## config.mk

```make
export PLATFORM = sky130hd
export DESIGN_NAME = bcd_seg_display
export DESIGN_NICKNAME = d
export VERILOG_FILES = /design/src/rtl/bcd_seg_display.sv
export SDC_FILE = /design/constraint.sdc
export NUM_CORES = 1
export LEC_CHECK = 0
export CORE_MARGIN = 4
export CORE_UTILIZATION = 25
export CTS_CLUSTER_SIZE = 20
export DETAILED_ROUTE_END_ITERATION = 6
export GPL_TIMING_DRIVEN = 0
export PLACE_DENSITY = 0.53
export SLEW_MARGIN = 10
export SYNTH_ARGS = -nofsm -noshare
export SYNTH_HDL_FRONTEND = slang
export SYNTH_SLANG_ARGS = --single-unit
```

## constraint.sdc

```tcl
create_clock -name clk -period 7.3 [get_ports clk]
set_input_delay 1.46 -clock clk [delete_from_list [all_inputs] [get_ports clk]]
set_output_delay 1.46 -clock clk [all_outputs]
set_load 0.05 [all_outputs]
```

## src/rtl/bcd_seg_display.sv

```systemverilog
// Registered binary-to-BCD display stage: a double-dabble engine converts one bit per clock,
// then a single commit edge updates the BCD, overflow and active-low 7-segment outputs together.
module bcd_seg_display #(
  parameter int WIDTH         = 16,
  parameter int DIGITS        = 4,
  parameter bit BLANK_LEADING = 1'b0
) (
  input  logic                  clk,
  input  logic                  rst,
  input  logic                  in_valid,
  input  logic [WIDTH-1:0]      in_value,
  input  logic                  in_blank,
  output logic                  in_ready,
  output logic                  busy,
  output logic [4*DIGITS-1:0]   bcd,
  output logic                  overflow,
  output logic [7*DIGITS-1:0]   hex_n
);

  localparam int SCR_DIGITS = 5;
  localparam int SCR_W      = 4 * SCR_DIGITS;
  localparam int CNT_W      = $clog2(WIDTH + 1);

  typedef enum logic [1:0] {
    IDLE   = 2'd0,
    SHIFT  = 2'd1,
    COMMIT = 2'd2
  } state_t;

  state_t               state_r;
  logic [WIDTH-1:0]     bin_r;
  logic [SCR_W-1:0]     scratch_r;
  logic [CNT_W-1:0]     cnt_r;
  logic                 blank_r;
  logic                 carry_r;
  logic [SCR_W-1:0]     adj_s;
  logic [7*DIGITS-1:0]  hex_next_s;
  logic                 ov_next_s;

  function automatic logic [SCR_W-1:0] dabble_adjust(input logic [SCR_W-1:0] s);
    logic [SCR_W-1:0] r;
    r = s;
    for (int i = 0; i < SCR_DIGITS; i++) begin
      if (s[4*i +: 4] >= 4'd5) begin
        r[4*i +: 4] = s[4*i +: 4] + 4'd3;
      end else begin
        r[4*i +: 4] = s[4*i +: 4];
      end
    end
    return r;
  endfunction

  function automatic logic [6:0] seg7(input logic [3:0] d);
    logic [6:0] s;
    case (d)
      4'd0:    s = 7'b1000000;
      4'd1:    s = 7'b1111001;
      4'd2:    s = 7'b0100100;
      4'd3:    s = 7'b0110000;
      4'd4:    s = 7'b0011001;
      4'd5:    s = 7'b0010010;
      4'd6:    s = 7'b0000010;
      4'd7:    s = 7'b1111000;
      4'd8:    s = 7'b0000000;
      4'd9:    s = 7'b0010000;
      default: s = 7'b1111111;
    endcase
    return s;
  endfunction

  // Leading-zero suppression walks from the top digit down; digit 0 always shows.
  function automatic logic [7*DIGITS-1:0] render(input logic [SCR_W-1:0] s, input logic blank);
    logic [7*DIGITS-1:0] h;
    logic                higher_zero;
    h           = {(7*DIGITS){1'b1}};
    higher_zero = 1'b1;
    for (int i = DIGITS - 1; i >= 0; i--) begin
      higher_zero = higher_zero & (s[4*i +: 4] == 4'd0);
      if (blank || (BLANK_LEADING && (i != 0) && higher_zero)) begin
        h[7*i +: 7] = 7'b1111111;
      end else begin
        h[7*i +: 7] = seg7(s[4*i +: 4]);
      end
    end
    return h;
  endfunction

  function automatic logic over_range(input logic [SCR_W-1:0] s, input logic carry);
    logic o;
    o = carry;
    for (int i = 0; i < SCR_DIGITS; i++) begin
      if ((i >= DIGITS) && (s[4*i +: 4] != 4'd0)) begin
        o = 1'b1;
      end else begin
        o = o;
      end
    end
    return o;
  endfunction

  // Next-step and commit-time values derived from the current scratch.
  always_comb begin
    adj_s      = dabble_adjust(scratch_r);
    hex_next_s = render(scratch_r, blank_r);
    ov_next_s  = over_range(scratch_r, carry_r);
  end

  // Conversion FSM with registered handshake and display outputs.
  always_ff @(posedge clk or posedge rst) begin
    if (rst) begin
      state_r   <= IDLE;
      bin_r     <= {WIDTH{1'b0}};
      scratch_r <= {SCR_W{1'b0}};
      cnt_r     <= {CNT_W{1'b0}};
      blank_r   <= 1'b0;
      carry_r   <= 1'b0;
      in_ready  <= 1'b1;
      busy      <= 1'b0;
      bcd       <= {(4*DIGITS){1'b0}};
      overflow  <= 1'b0;
      hex_n     <= {(7*DIGITS){1'b1}};
    end else begin
      case (state_r)
        IDLE: begin
          if (in_valid) begin
            bin_r     <= in_value;
            scratch_r <= {SCR_W{1'b0}};
            cnt_r     <= CNT_W'(WIDTH);
            blank_r   <= in_blank;
            carry_r   <= 1'b0;
            in_ready  <= 1'b0;
            busy      <= 1'b1;
            state_r   <= SHIFT;
          end
        end
        SHIFT: begin
          // A bit pushed out of the top digit can only mean lost magnitude; keep it as overflow.
          scratch_r <= {adj_s[SCR_W-2:0], bin_r[WIDTH-1]};
          carry_r   <= carry_r | adj_s[SCR_W-1];
          bin_r     <= {bin_r[WIDTH-2:0], 1'b0};
          cnt_r     <= cnt_r - CNT_W'(1);
          if (cnt_r == CNT_W'(1)) begin
            state_r <= COMMIT;
          end
        end
        COMMIT: begin
          bcd      <= scratch_r[4*DIGITS-1:0];
          overflow <= ov_next_s;
          hex_n    <= hex_next_s;
          in_ready <= 1'b1;
          busy     <= 1'b0;
          state_r  <= IDLE;
        end
        default: begin
          in_ready <= 1'b1;
          busy     <= 1'b0;
          state_r  <= IDLE;
        end
      endcase
    end
  end

  bcd_seg_display_chk #(
    .SCR_W (SCR_W)
  ) u_chk (
    .clk      (clk),
    .rst      (rst),
    .scratch  (scratch_r),
    .carry    (carry_r),
    .in_ready (in_ready),
    .busy     (busy)
  );

endmodule

// Simulation checks on the converter's internal invariants.
module bcd_seg_display_chk #(
  parameter int SCR_W = 20
) (
  input logic             clk,
  input logic             rst,
  input logic [SCR_W-1:0] scratch,
  input logic             carry,
  input logic             in_ready,
  input logic             busy
);

  for (genvar g = 0; g < SCR_W / 4; g++) begin : g_nib
    a_nib_bcd: assert property (@(posedge clk) disable iff (rst) scratch[4*g +: 4] <= 4'd9);
  end

  a_no_carry:   assert property (@(posedge clk) disable iff (rst) carry == 1'b0);
  a_busy_ready: assert property (@(posedge clk) disable iff (rst) busy == !in_ready);

endmodule

```

Word-level counts from Yosys, hierarchy flattened:

Memories as Yosys holds them, arrays and structs flattened.
Cells that the tools add are included.

* register bits after elaboration: 92
* bits in read-only memories: 448
* bits of input ports: 20
* memories kept: 4

* $add $sub $neg: 6
* $lt $le $gt $ge: 5
* equality and inequality tests: 5
* mux-type cells: 24
* bitwise operators: 2
* reductions and logical operators: 7

Memories
* (no name shown): depth 16, bits a word 7, rd ports 1, clocked after memory_dff 0, write ports 0, line 55 `case (d)`
* (no name shown): depth 16, bits a word 7, rd ports 1, clocked after memory_dff 0, write ports 0, line 55
* (no name shown): depth 16, bits a word 7, rd ports 1, clocked after memory_dff 0, write ports 0, line 55
* (no name shown): depth 16, bits a word 7, rd ports 1, clocked after memory_dff 0, write ports 0, line 55

Operators by type and width (count)
* $pmux 20 s2: 1
* $pmux 16 s2: 1
* $mux 7: 4
* $add 4x2->4 const B: 5
* $ge 4x3->1 const B: 5
* $mux 20: 1
* $mux 4: 5
* $mux 16: 1
* $pmux 5 s2: 1
* $reduce_and 2->1: 4
* $pmux 1 s2: 3
* $eq 5x1->1 const B: 1
* $mux 5: 1
* $sub 5x1->5 const B: 1
* $mux 2: 2
* $ne 2x2->1 const B: 2
* $pmux 2 s2: 1
* $reduce_bool 4->1: 1
* $mux 1: 3
* $eq 2x1->1 const B: 1
* $eq 2x2->1 const B: 1
* $logic_not 2->1: 1
* $reduce_bool 2->1: 1
* $not 1->1: 1
* $or 1x1->1: 1

Longest topological paths before layout:

Gate-level depths: netlist of the first run.

* depth after elaboration: 4
* depth in mapped cells: 6
* depth with buffers taken out: 6

Least setup slack after synthesis of the first run:

No wires, ideal clock.

* path type: input -> register
* from: input in_valid
* to: register scratch_r[2]
* arrival time: 2036 ps
* required time: 7184 ps
* path slack: 5148 ps
* stages on the path: 4
* path buffers: 1
* path through: o21bai_2 -> buf_2 -> nand2_1 -> o311ai_0

* word-level cells in the longest chain between the ends: 2

RTL lines
* start: declaration: line 10 `input logic in_valid,`
* $ne 2x2->1 (no source line)
* $reduce_and 2->1 (no source line)
* end signal: assignment: line 113 `scratch_r <= {SCR_W{1'b0}};`
* end signal: assignment: line 127 `scratch_r <= {SCR_W{1'b0}};`
* end signal: assignment: line 138 `scratch_r <= {adj_s[SCR_W-2:0], bin_r[WIDTH-1]};`
* end: declaration: line 32 `logic [SCR_W-1:0] scratch_r;`

Every way passes these cells.
A chain may end at the register's enable or synchronous reset.

Final worst setup path of the first run:

* from: register hex_n[21]
* to: output hex_n[21]

RTL lines
* start: declaration: line 17 `output logic [7*DIGITS-1:0] hex_n`
* start signal: assignment: line 121 `hex_n <= {(7*DIGITS){1'b1}};`
* start signal: assignment: line 149 `hex_n <= hex_next_s;`

No word-level cell between the ends.

==> results, run 1 <==
- The signal on the critical path passes through clkdlybuf4s50_1.
- TritonCTS built the clock tree.
- The first global-routing pass estimated 20200 um of wire.
- The DRC violation count after routing is 0.
- The estimated wirelength of the detail-placed design is 8670 um.
- The clock arrives with 0.00877 ns of skew.
- The reg-to-reg endpoint is scratch_r[1].
- Setup slack on the worst reg-to-reg path comes out at 5.62 ns.
- The synthesized instance count is 481.
- The die extent in x is 145 um.
- The final route contains 3751 vias.
- The clock reaches the later pin of the worst-skew pair after 0.35 ns.
- The net count after synthesis is 526.
- Of the synthesized area, sequential elements account for 0.499.
- The library cell used most frequently in the layout, excluding fill and tap cells, is clkdlybuf4s50_1.
- The most congested layer reported by global routing is met2.
- The overall fraction of global-route tracks in use is 0.122.
- STA puts the critical path data required time at 5.84 ns.
- The TritonCTS sink count is 92.
- The number of optimization iterations in the first detailed-route pass is 4.
- The iteration-0 DRC count of the detailed router is 247.
- The number of antenna violations at the first check in global routing is 0.
- Summing all flip-flop and latch instances after layout gives 2340 um2.
- STA puts the critical path data arrival time at 1.70 ns.
- The type of the tightest min-delay check is flop to flop.
- The post-cts gate resize count is 0.
- The average footprint of a synthesized cell is 9.74 um2.
- After routing, the total negative slack on setup checks comes to 0 ns.
- After clock tree synthesis, the flow added hold-fix buffers numbering 0.
- The finished layout holds 793 standard cells, fillers aside.
- The cell area after synthesis is 4680 um2.
- The kind of capture point of the worst setup path is a primary output.
- The kind of cell with the highest combined delay along the critical path is buffers and inverters.
- After global routing the overflow that remains totals 0.
- The diode insertion count for antenna repair is 0.
- The post-route minimum period is 3.16 ns.
- Counting instances, the worst hold path has a depth of 2.
- Leaving out fill and tap cells, the most frequent cells in the layout are clkdlybuf4s50_1 (66), dfrtp_1 (63), a21oi_1 (55).
- The number of pins exceeding their max-slew limit in the final report is 0.
- In the global route stage, met2 resource usage came out at 0.189.
- The post-synthesis to final-layout area growth is 26.8%.
- In this run the worst setup path begins at hex_n[21].
- The remaining antenna violation count after routing is 0.
- The Yosys step of the flow raised 0 warnings.
- Row generation in the floorplan step produced 49 rows.
- After clock tree synthesis, the setup repair step added 0 buffers.
- VDD sags by at most 0.192 mV.
- The CTS buffer count is 9.
- The initial utilization of the core area, before any placement, comes to 0.257.
- The count of buffers added on input and output ports is 66.
- Setup repair after global routing left no endpoint under its margin.
- The worst slack on hold paths is 0.483 ns.
- For the pin with the worst max-slew slack, the measured transition is 0.600 ns.
- The worst setup path is launched from a flop.
- The routed wire length is 12100 um.
- In this run, synthesis inferred 0 flip-flops with an integrated enable.
- The buffer cell driving the clock tree root is clkbuf_16.
- In this run the critical register-to-register path is launched from scratch_r[0].
- The count of endpoints failing setup in the final report is 0.
- The count of pins on the block boundary is 67.
- Along the worst path, the maximum fanout reaches 2.
- In this run the tightest slew margin relative to its limit is 0.600.
- Summing all multi-input logic gate instances after layout gives 2130 um2.
- The max-capacitance violation count is 0.
- The proportion of layout cells with a drive suffix above 1 is 0.147.
- The worst hold path endpoint is bin_r[8].
- Dividing the detail-routed wire length by the instance count gives 15.3 um.
- In the finished design, the share of the clock period the worst path needs comes to 0.433.
- The number of buffers and inverters on the critical path is 1.
- The peak per-stage delay on the critical path is 0.80 ns.
- The number of global-route vias before repair was 3799.
- The total area inside the core boundary comes to 18200 um2.
- The start point of the worst hold path is bin_r[8].
- For this design, the slowest cell found on the critical path is clkdlybuf4s50_1.
- From bottom edge to top edge, the die measures 145 um.
- The worst setup path is of the flop to primary output kind.
- The leakage power is 2.55 nW.
- The hold violation total from the final report is 0.
- The layout has 1855 filler cells.
- The maximum frequency from static timing analysis is 317 MHz.
- The overall power consumption is 3.00 mW.
- The total number of nets in the final design is 604.
- The clock passes through at most 2 buffers.
- The met3 demand-to-capacity share in global routing is 0.0276.
- The clock-pin slew reported for the worst setup and hold paths after clock tree synthesis is 0.07 ns.
- The async set or reset register ratio after synthesis is 1.00.
- In this run the power density over the cells is 505 nW/um2.
- The number of cells traversed by the worst register-to-register path is 6.
- The run finished with clean final reports.
- The detailed-route vias per instance is 4.73.
- The global placement routability congestion is 0.832.
- In this run, placement finished with an instance count of 777.
- The distinct cell type count of the synthesized netlist is 43.
- The number of H-tree branching levels is 3.
- In the synthesized netlist the dominant register cell turns out to be dfrtp_1.
- The count of state elements after synthesis is 92.
- The met1 layer usage reported by global route is 0.166.
- The floorplan step defined a die boundary enclosing 21000 um2.
- The post-layout utilization of the core is 0.326.
- The largest net degree at the start of global routing is 65.
[routing by layer]
metal / share of wire / vias up
met1: 0.47 / 1820
li1: - / 1827
met4: 0.015 / 0
met2: 0.47 / 91
met5: 0 / -
met3: 0.050 / 13
[where the power goes]
group / internal [mW] / switching [mW]
sequential: 0.794 / 0.183
clock: 0.239 / 0.203
combinational: 0.580 / 0.999
[synthesized netlist by cell type, types with 9 or more instances]
cell	n	area share
a21oi_1	55	0.059
and3b_1	12	0.022
buf_2	15	0.016
clkbuf_1	13	0.010
dfrtp_1	63	0.34
dfstp_2	29	0.16
ha_1	25	0.067
inv_1	22	0.018
mux2_2	16	0.038
nand2_1	50	0.040
nand3_1	9	0.0096
nor2_1	42	0.034
o21ai_0	47	0.050
o22a_1	12	0.022
[registers in the layout, indices dropped and copies added, names as in the netlist]
signal / flops
bcd: 16
bin_r: 16
blank_r: 1
busy: 1
carry_r: 1
cnt_r: 5
hex_n: 28
in_ready: 1
overflow: 1
scratch_r: 20
state_r: 2
[kinds of logic (layout without fill, tap and decap cells)]
kind of cell,count (synthesis),after routing,share of synthesized area
compound gates,144,144,0.183
xor+xnor,6,6,0.0112
buf+inv,51,134,0.0465
simple gates,145,145,0.150
flops,92,92,0.499
fa+ha+maj,25,25,0.0668
mux,18,18,0.0427
[how the worst max path moves through the flow]
stage	to	slack, ns	cells after the start
after detailed placement	scratch_r[10]	4.10	5
final	hex_n[21]	4.14	1
after CTS	hex_n[17]	4.12	1
after floorplan	bcd[0]	3.50	1
after global routing	hex_n[4]	4.10	1
after global placement	scratch_r[7]	1.98	2
[cell type report]
cell class | instances | share of cell area
Buffer | 29 | 0.0228
Clock buffer | 10 | 0.0402
Clock inverter | 6 | 0.00674
Inverter | 22 | 0.0143
Multi-Input combinational cell | 338 | 0.358
Sequential cell | 92 | 0.394
Tap cell | 229 | 0.0482
Timing Repair Buffer | 67 | 0.116
[per-stage QoR]
stage | area, um2 | setup WS, ns
floorplan | 4680 | 3.50
global placement | 5630 | 1.98
detailed placement | 5660 | 4.10
CTS | 5940 | 4.12
global route | 5940 | 4.10
finish | 5940 | 4.14
Power figures use the tool's default switching activity.
==> run 2: changes to the inputs <==
Settings changed: PLACE_DENSITY 0.53 to 0.54.
Clock period 7.3 ns to 2.9 ns, I/O delays scaled along.
==> results, run 2 (synthesized netlist as in run 1, its figures left out) <==
- The tightest slew margin relative to the limit came to 0.532 (was 0.600).
- The number of buffer and inverter stages on the critical path was 1 (unchanged).
- The clock latency on the worst-skew pair was 0.35 ns (about the same).
- The post-cts gate resize count was 0 (unchanged).
- The critical path data arrival time is 1.69 ns (was 1.70 ns).
- Cell chain of the critical path: clkdlybuf4s50_1 (unchanged).
- The startpoint type of the worst setup path is a flop (unchanged).
- The count of endpoints failing setup in the final report came to 0 (unchanged).
- The final cell area excluding filler cells is 5980 um2 (was 5940 um2).
- The fraction of the cycle the final worst path needs is 0.784.
- The number of buffers added to fix hold violations after cts is 0 (unchanged).
- The post-route clock skew was 0.0144 ns (was 0.00877 ns).
- The vertical die dimension was 145 um (unchanged).
- The initial cell density of the core is 0.257 (unchanged).
- Leading cell types in the layout, fill and taps excluded: clkdlybuf4s50_1 (66), dfrtp_1 (63), a21oi_1 (55) (unchanged).
- The max-capacitance violation count was 0 (unchanged).
- The pin slew with the least headroom to its limit came to 0.700 ns (was 0.600 ns).
- The cell type group with the largest total delay on the critical path was buffers and inverters (unchanged).
- The reg-to-reg endpoint is scratch_r[9] (was scratch_r[1]).
- The detailed-route vias per instance is 4.77 (was 4.73).
- The clock-pin slew reported for the worst setup and hold paths after clock tree synthesis was 0.07 ns (about the same).
- The global placement routability congestion is 0.809 (was 0.832).
- The CTS buffer count is 9 (unchanged).
- The total number of nets in the final design came to 605 (was 604).
- The cell count of the worst hold path is 2 (unchanged).
- The remaining global-route overflow is 0 (unchanged).
- The CTS tree is done (unchanged).
- The maximum fanout count along the critical path is 2 (unchanged).
- The areal power density over the cells is 1280 nW/um2 (was 505 nW/um2).
- The number of cells traversed by the worst register-to-register path is 6 (unchanged).
- The estimated wirelength of the detail-placed design came to 8810 um (was 8670 um).
- The die area came to 21000 um2 (unchanged).
- The iteration-0 DRC count of the detailed router is 243 (was 247).
- The start point of the critical path was in_ready (was hex_n[21]).
- The post-layout instance count excluding filler cells is 794 (was 793).
- The die extent in x is 145 um (unchanged).
- The overall fraction of global-route tracks in use is 0.125 (was 0.122).
- Unrepaired setup endpoints after global routing: false (unchanged).
- The sequential cell area is 2340 um2 (unchanged).
- The vias after detailed routing was 3791 (was 3751).
- The count of input and output buffers is 66 (unchanged).
- The largest net degree at the start of global routing is 36 (was 65).
- The kind of capture point of the worst setup path is a primary output (unchanged).
- Largest registers: hex_n: 28 flops, scratch_r: 20 flops (unchanged).
- The peak per-stage delay on the critical path is 0.80 ns (about the same).
- The global-route wire length before repair is 20400 um (was 20200 um).
- The origin of the critical flop-to-flop path is scratch_r[8] (was scratch_r[0]).
- The post-layout worst setup margin came to 0.627 ns (was 4.14 ns).
- The area of the core was 18200 um2 (unchanged).
- The maximum vdd ir drop came to 0.534 mV (was 0.192 mV).
- The number of global-route vias before repair is 3868 (was 3799).
- The post-placement worst setup slack is 0.574 ns (was 4.10 ns).
- The number of cells on the critical path is 1 (unchanged).
- The number of pins exceeding their max-slew limit in the final report was 0 (unchanged).
- The most common cell after layout, fill and taps aside is clkdlybuf4s50_1 (unchanged).
- The worst hold path endpoint is bin_r[12] (was bin_r[8]).
- The number of antenna violations at the first check in global routing is 0 (unchanged).
- The number of H-tree branching levels is 3 (unchanged).
- The number of optimization iterations in the first detailed-route pass is 4 (unchanged).
- The leakage power is 2.56 nW (was 2.55 nW).
- The slowest cell on the critical path is clkdlybuf4s50_1 (unchanged).
- The routed wire length is 12200 um (was 12100 um).
- The required time at the endpoint of the critical path was 2.32 ns (was 5.84 ns).
- The standard cell area after detailed placement is 5670 um2 (was 5660 um2).
- The count of pins on the block boundary is 67 (unchanged).
- The post-route minimum period is 2.27 ns.
- Static timing analysis puts the maximum clock frequency at 440 MHz.
- The proportion of layout cells with a drive suffix above 1 came to 0.145 (was 0.147).
- The number of placement rows is 49 (unchanged).
- The type of the setup path with the least slack was flop to primary output (unchanged).
- The area occupied by multi-input gates is 2130 um2 (unchanged).
- The setup slack on the worst flop-to-flop path was 1.23 ns (was 5.62 ns).
- The start point of the worst hold path is bin_r[12] (was bin_r[8]).
- The count of fill cells added during filler insertion is 1854 (was 1855).
- The post-route setup TNS was 0 ns (unchanged).
- The buffer cell driving the clock tree root is clkbuf_16 (unchanged).
- The TritonCTS sink count is 92 (unchanged).
- The diode insertion count for antenna repair was 0 (unchanged).
- The placed instance count is 778 (was 777).
- The type of the tightest min-delay check is flop to flop (unchanged).
- The number of setup buffers added after CTS is 0 (unchanged).
- The flip-flop count of the largest register, all copies and words added is 28 (unchanged).
- The remaining antenna violation count after routing is 0 (unchanged).
- The DRC violation count after routing was 0 (unchanged).
- The largest register by flop count is hex_n (unchanged).
- The average wire length per cell after detail routing is 15.4 um (was 15.3 um).
- The post-synthesis to final-layout area growth was 27.7% (was 26.8%).
- The hold violation total from the final report is 0 (unchanged).
- The buffer levels on the longest clock path is 2 (unchanged).
- Run status: complete, no violations (unchanged).
==> run 2: changes by cell type in the layout (fill, tap and decap cells not counted) <==
| cell | change |
|---|---|
| clkinv_2 | -3 |
| inv_4 | -1 |
| clkbuf_8 | +1 |
| clkbuf_1 | +2 |
| bufinv_16 | +1 |
| clkinvlp_4 | +1 |
| clkinv_4 | -1 |
| buf_12 | +2 |
| buf_16 | -1 |
==> run 2: layout make-up <==
cell class	instances	share of cell area
clock inverters	3	0.00774
inverters	22	0.0144
well taps	229	0.0479
clock buffers	13	0.0435
multi-input cells	338	0.356
plain buffers	29	0.0226
flip-flops and latches	92	0.391
repair buffers	68	0.117
==> run 2: how the worst max path moves through the flow <==
stage | endpoint | slack (ns)
3_5_place_dp | scratch_r[6] | 0.57
5_1_grt | hex_n[4] | 0.58
3_3_place_gp | scratch_r[7] | 0.25
4_1_cts | hex_n[9] | 0.60
6_report | in_ready | 0.63
2_1_floorplan | bcd[0] | 1.27
==> run 2: per-layer routing <==
layer | track usage | vias to the layer above | share of wire
met5 | 0 | - | 0
met4 | 0.0466 | 0 | 0.017
met3 | 0.0355 | 13 | 0.052
met2 | 0.191 | 83 | 0.46
met1 | 0.169 | 1861 | 0.47
li1 | - | 1834 | -
==> run 2: power by group <==
group | internal (mW) | switching [mW] | total [mW]
sequential | 2.00 | 0.459 | 2.46
combinational | 1.46 | 2.51 | 3.97
clock | 0.718 | 0.505 | 1.22
total | 4.18 | 3.48 | 7.65
==> run 2: through the flow <==
step / hold WS, ns / total power, mW / util
finish: 0.481 / 7.65 / 0.328
global route: 0.514 / 8.26 / 0.328
CTS: 0.486 / 7.74 / 0.328
detailed placement: 0.472 / 6.49 / 0.312
global placement: 0.465 / 6.40 / 0.309
floorplan: 0.450 / 5.23 / -
==> run 3: changes to the inputs <==
Settings changed: PLACE_DENSITY 0.54 to 0.53.
Clock period 2.9 ns to 2.3 ns, I/O delays scaled along.
==> results, run 3 (synthesized netlist as in run 1, its figures left out) <==
- The number of placement rows came to 49 (unchanged).
- The critical path data arrival time was 1.70 ns (was 1.69 ns).
- The largest net degree at the start of global routing came to 26 (was 36).
- The TritonCTS sink count was 92 (unchanged).
- The cell count of the worst hold path is 2 (unchanged).
- The number of pins exceeding their max-slew limit in the final report is 0 (unchanged).
- Leading cell types in the layout, fill and taps excluded: clkdlybuf4s50_1 (66), dfrtp_1 (63), a21oi_1 (55) (unchanged).
- The die area is 21000 um2 (unchanged).
- The final cell area excluding filler cells is 6010 um2 (was 5980 um2).
- The startpoint type of the worst setup path is a flop (unchanged).
- The number of cells on the critical path is 1 (unchanged).
- The overall fraction of global-route tracks in use is 0.123 (was 0.125).
- The required time at the endpoint of the critical path was 1.84 ns (was 2.32 ns).
- The count of input and output buffers is 66 (unchanged).
- The tightest slew margin relative to the limit is 0.570 (was 0.532).
- The max-capacitance violation count is 0 (unchanged).
- The type of the tightest min-delay check was flop to flop (unchanged).
- The number of antenna violations at the first check in global routing is 0 (unchanged).
- The total number of nets in the final design is 606 (was 605).
- The buffer levels on the longest clock path is 2 (unchanged).
- The kind of capture point of the worst setup path is a primary output (unchanged).
- The iteration-0 DRC count of the detailed router came to 254 (was 243).
- The routed wire length is 12200 um (about the same).
- The detailed-route vias per instance is 4.78 (was 4.77).
- Of the available clock period, the critical path in the final layout requires 0.939.
- The vertical die dimension is 145 um (unchanged).
- The number of H-tree branching levels came to 3 (unchanged).
- The type of the setup path with the least slack is flop to primary output (unchanged).
- The area occupied by multi-input gates was 2130 um2 (unchanged).
- The post-cts gate resize count came to 0 (unchanged).
- The average wire length per cell after detail routing is 15.3 um (was 15.4 um).
- The number of cells traversed by the worst register-to-register path is 6 (unchanged).
- The cell type group with the largest total delay on the critical path is buffers and inverters (unchanged).
- Cell chain of the critical path: clkdlybuf4s50_1 (unchanged).
- The remaining antenna violation count after routing is 0 (unchanged).
- The number of optimization iterations in the first detailed-route pass is 5 (was 4).
- The maximum vdd ir drop is 0.528 mV (was 0.534 mV).
- The worst slack on hold paths came to 0.483 ns (was 0.481 ns).
- The initial cell density of the core is 0.257 (unchanged).
- The remaining global-route overflow is 0 (unchanged).
- The peak per-stage delay on the critical path is 0.80 ns (about the same).
- The standard cell area after detailed placement was 5700 um2 (was 5670 um2).
- The count of pins on the block boundary was 67 (unchanged).
- The areal power density over the cells came to 1610 nW/um2 (was 1280 nW/um2).
- The diode insertion count for antenna repair is 0 (unchanged).
- The leakage power came to 2.58 nW (was 2.56 nW).
- The clock latency on the worst-skew pair is 0.35 ns (about the same).
- The sequential cell area is 2340 um2 (unchanged).
- The global-route wire length before repair is 20200 um (was 20400 um).
- The maximum fanout count along the critical path came to 2 (unchanged).
- The post-route setup TNS is 0 ns (unchanged).
- The die extent in x is 145 um (unchanged).
- The number of buffer and inverter stages on the critical path came to 1 (unchanged).
- The number of setup buffers added after CTS is 0 (unchanged).
- The overall power consumption came to 9.66 mW (was 7.65 mW).
- The post-synthesis to final-layout area growth is 28.2% (was 27.7%).
- Unrepaired setup endpoints after global routing: false (unchanged).
- The count of endpoints failing setup in the final report is 0 (unchanged).
- Largest registers: hex_n: 28 flops, scratch_r: 20 flops (unchanged).
- The count of fill cells added during filler insertion came to 1830 (was 1854).
- The maximum frequency from static timing analysis is 463 MHz.
- The number of global-route vias before repair is 3958 (was 3868).
- The DRC violation count after routing is 0 (unchanged).
- The CTS buffer count is 9 (unchanged).
- Run status: complete, no violations (unchanged).
- The estimated wirelength of the detail-placed design is 8790 um (was 8810 um).
- The clock-pin slew reported for the worst setup and hold paths after clock tree synthesis is 0.07 ns (about the same).
- The flip-flop count of the largest register, all copies and words added is 28 (unchanged).
- The post-route clock skew is 0.00756 ns (was 0.0144 ns).
- The setup slack on the worst flop-to-flop path was 0.64 ns (was 1.23 ns).
- The post-layout instance count excluding filler cells was 795 (was 794).
- The area of the core is 18200 um2 (unchanged).
- The slowest cell on the critical path is clkdlybuf4s50_1 (unchanged).
- The global placement routability congestion is 0.782 (was 0.809).
- The most common cell after layout, fill and taps aside is clkdlybuf4s50_1 (unchanged).
- The proportion of layout cells with a drive suffix above 1 came to 0.147 (was 0.145).
- The number of buffers added to fix hold violations after cts is 0 (unchanged).
- The post-route minimum period is 2.16 ns.
- The hold violation total from the final report is 0 (unchanged).
- The vias after detailed routing is 3802 (was 3791).
- The CTS tree is done (unchanged).
- The placed instance count is 779 (was 778).
- The buffer cell driving the clock tree root is clkbuf_16 (unchanged).
- The largest register by flop count is hex_n (unchanged).
- The pin slew with the least headroom to its limit is 0.646 ns (was 0.700 ns).
==> run 3: changes by cell type in the layout (fill, tap and decap cells not counted), sizes merged <==
cell and delta:
clkinv +2, buf +1, clkbuf -1, clkinvlp -1
==> run 3: routing by layer <==
layer,part of all wire,track usage,wire (um),vias up
met5,0,0,0,-
met4,0.018,0.0407,224,0
met3,0.059,0.0306,722,18
met2,0.47,0.202,5700,107
met1,0.45,0.158,5510,1849
li1,-,-,-,1828
==> run 3: final timing paths <==
kind / from / to
worst max-delay path: hex_n[24] / hex_n[24]
worst min-delay path: bin_r[7] / bin_r[7]
worst max register to register: scratch_r[5] / scratch_r[5]
worst min register to register: bin_r[7] / bin_r[7]
max in group asynchronous: rst / hex_n[26]
min in group asynchronous: rst / bin_r[3]
==> run 3: power by group <==
part | internal, mW | switching [mW]
Sequential | 2.52 | 0.570
Combinational | 1.85 | 3.18
Clock | 0.899 | 0.644
==> run 3: cell type report <==
type | count | area share
buffer | 29 | 0.0225
clock buffer | 12 | 0.0427
clock inverter | 4 | 0.00792
inverter | 22 | 0.0144
multi-input combinational | 338 | 0.354
sequential | 92 | 0.389
tap | 229 | 0.0477
timing repair buffer | 69 | 0.121
==> run 3: metrics by stage <==
stage | util | setup slack, ns
4_1_cts | 0.330 | 0.124
3_5_place_dp | 0.313 | 0.104
6_report | 0.330 | 0.141
2_1_floorplan | - | 0.786
5_1_grt | 0.330 | 0.104
3_3_place_gp | 0.309 | -0.240
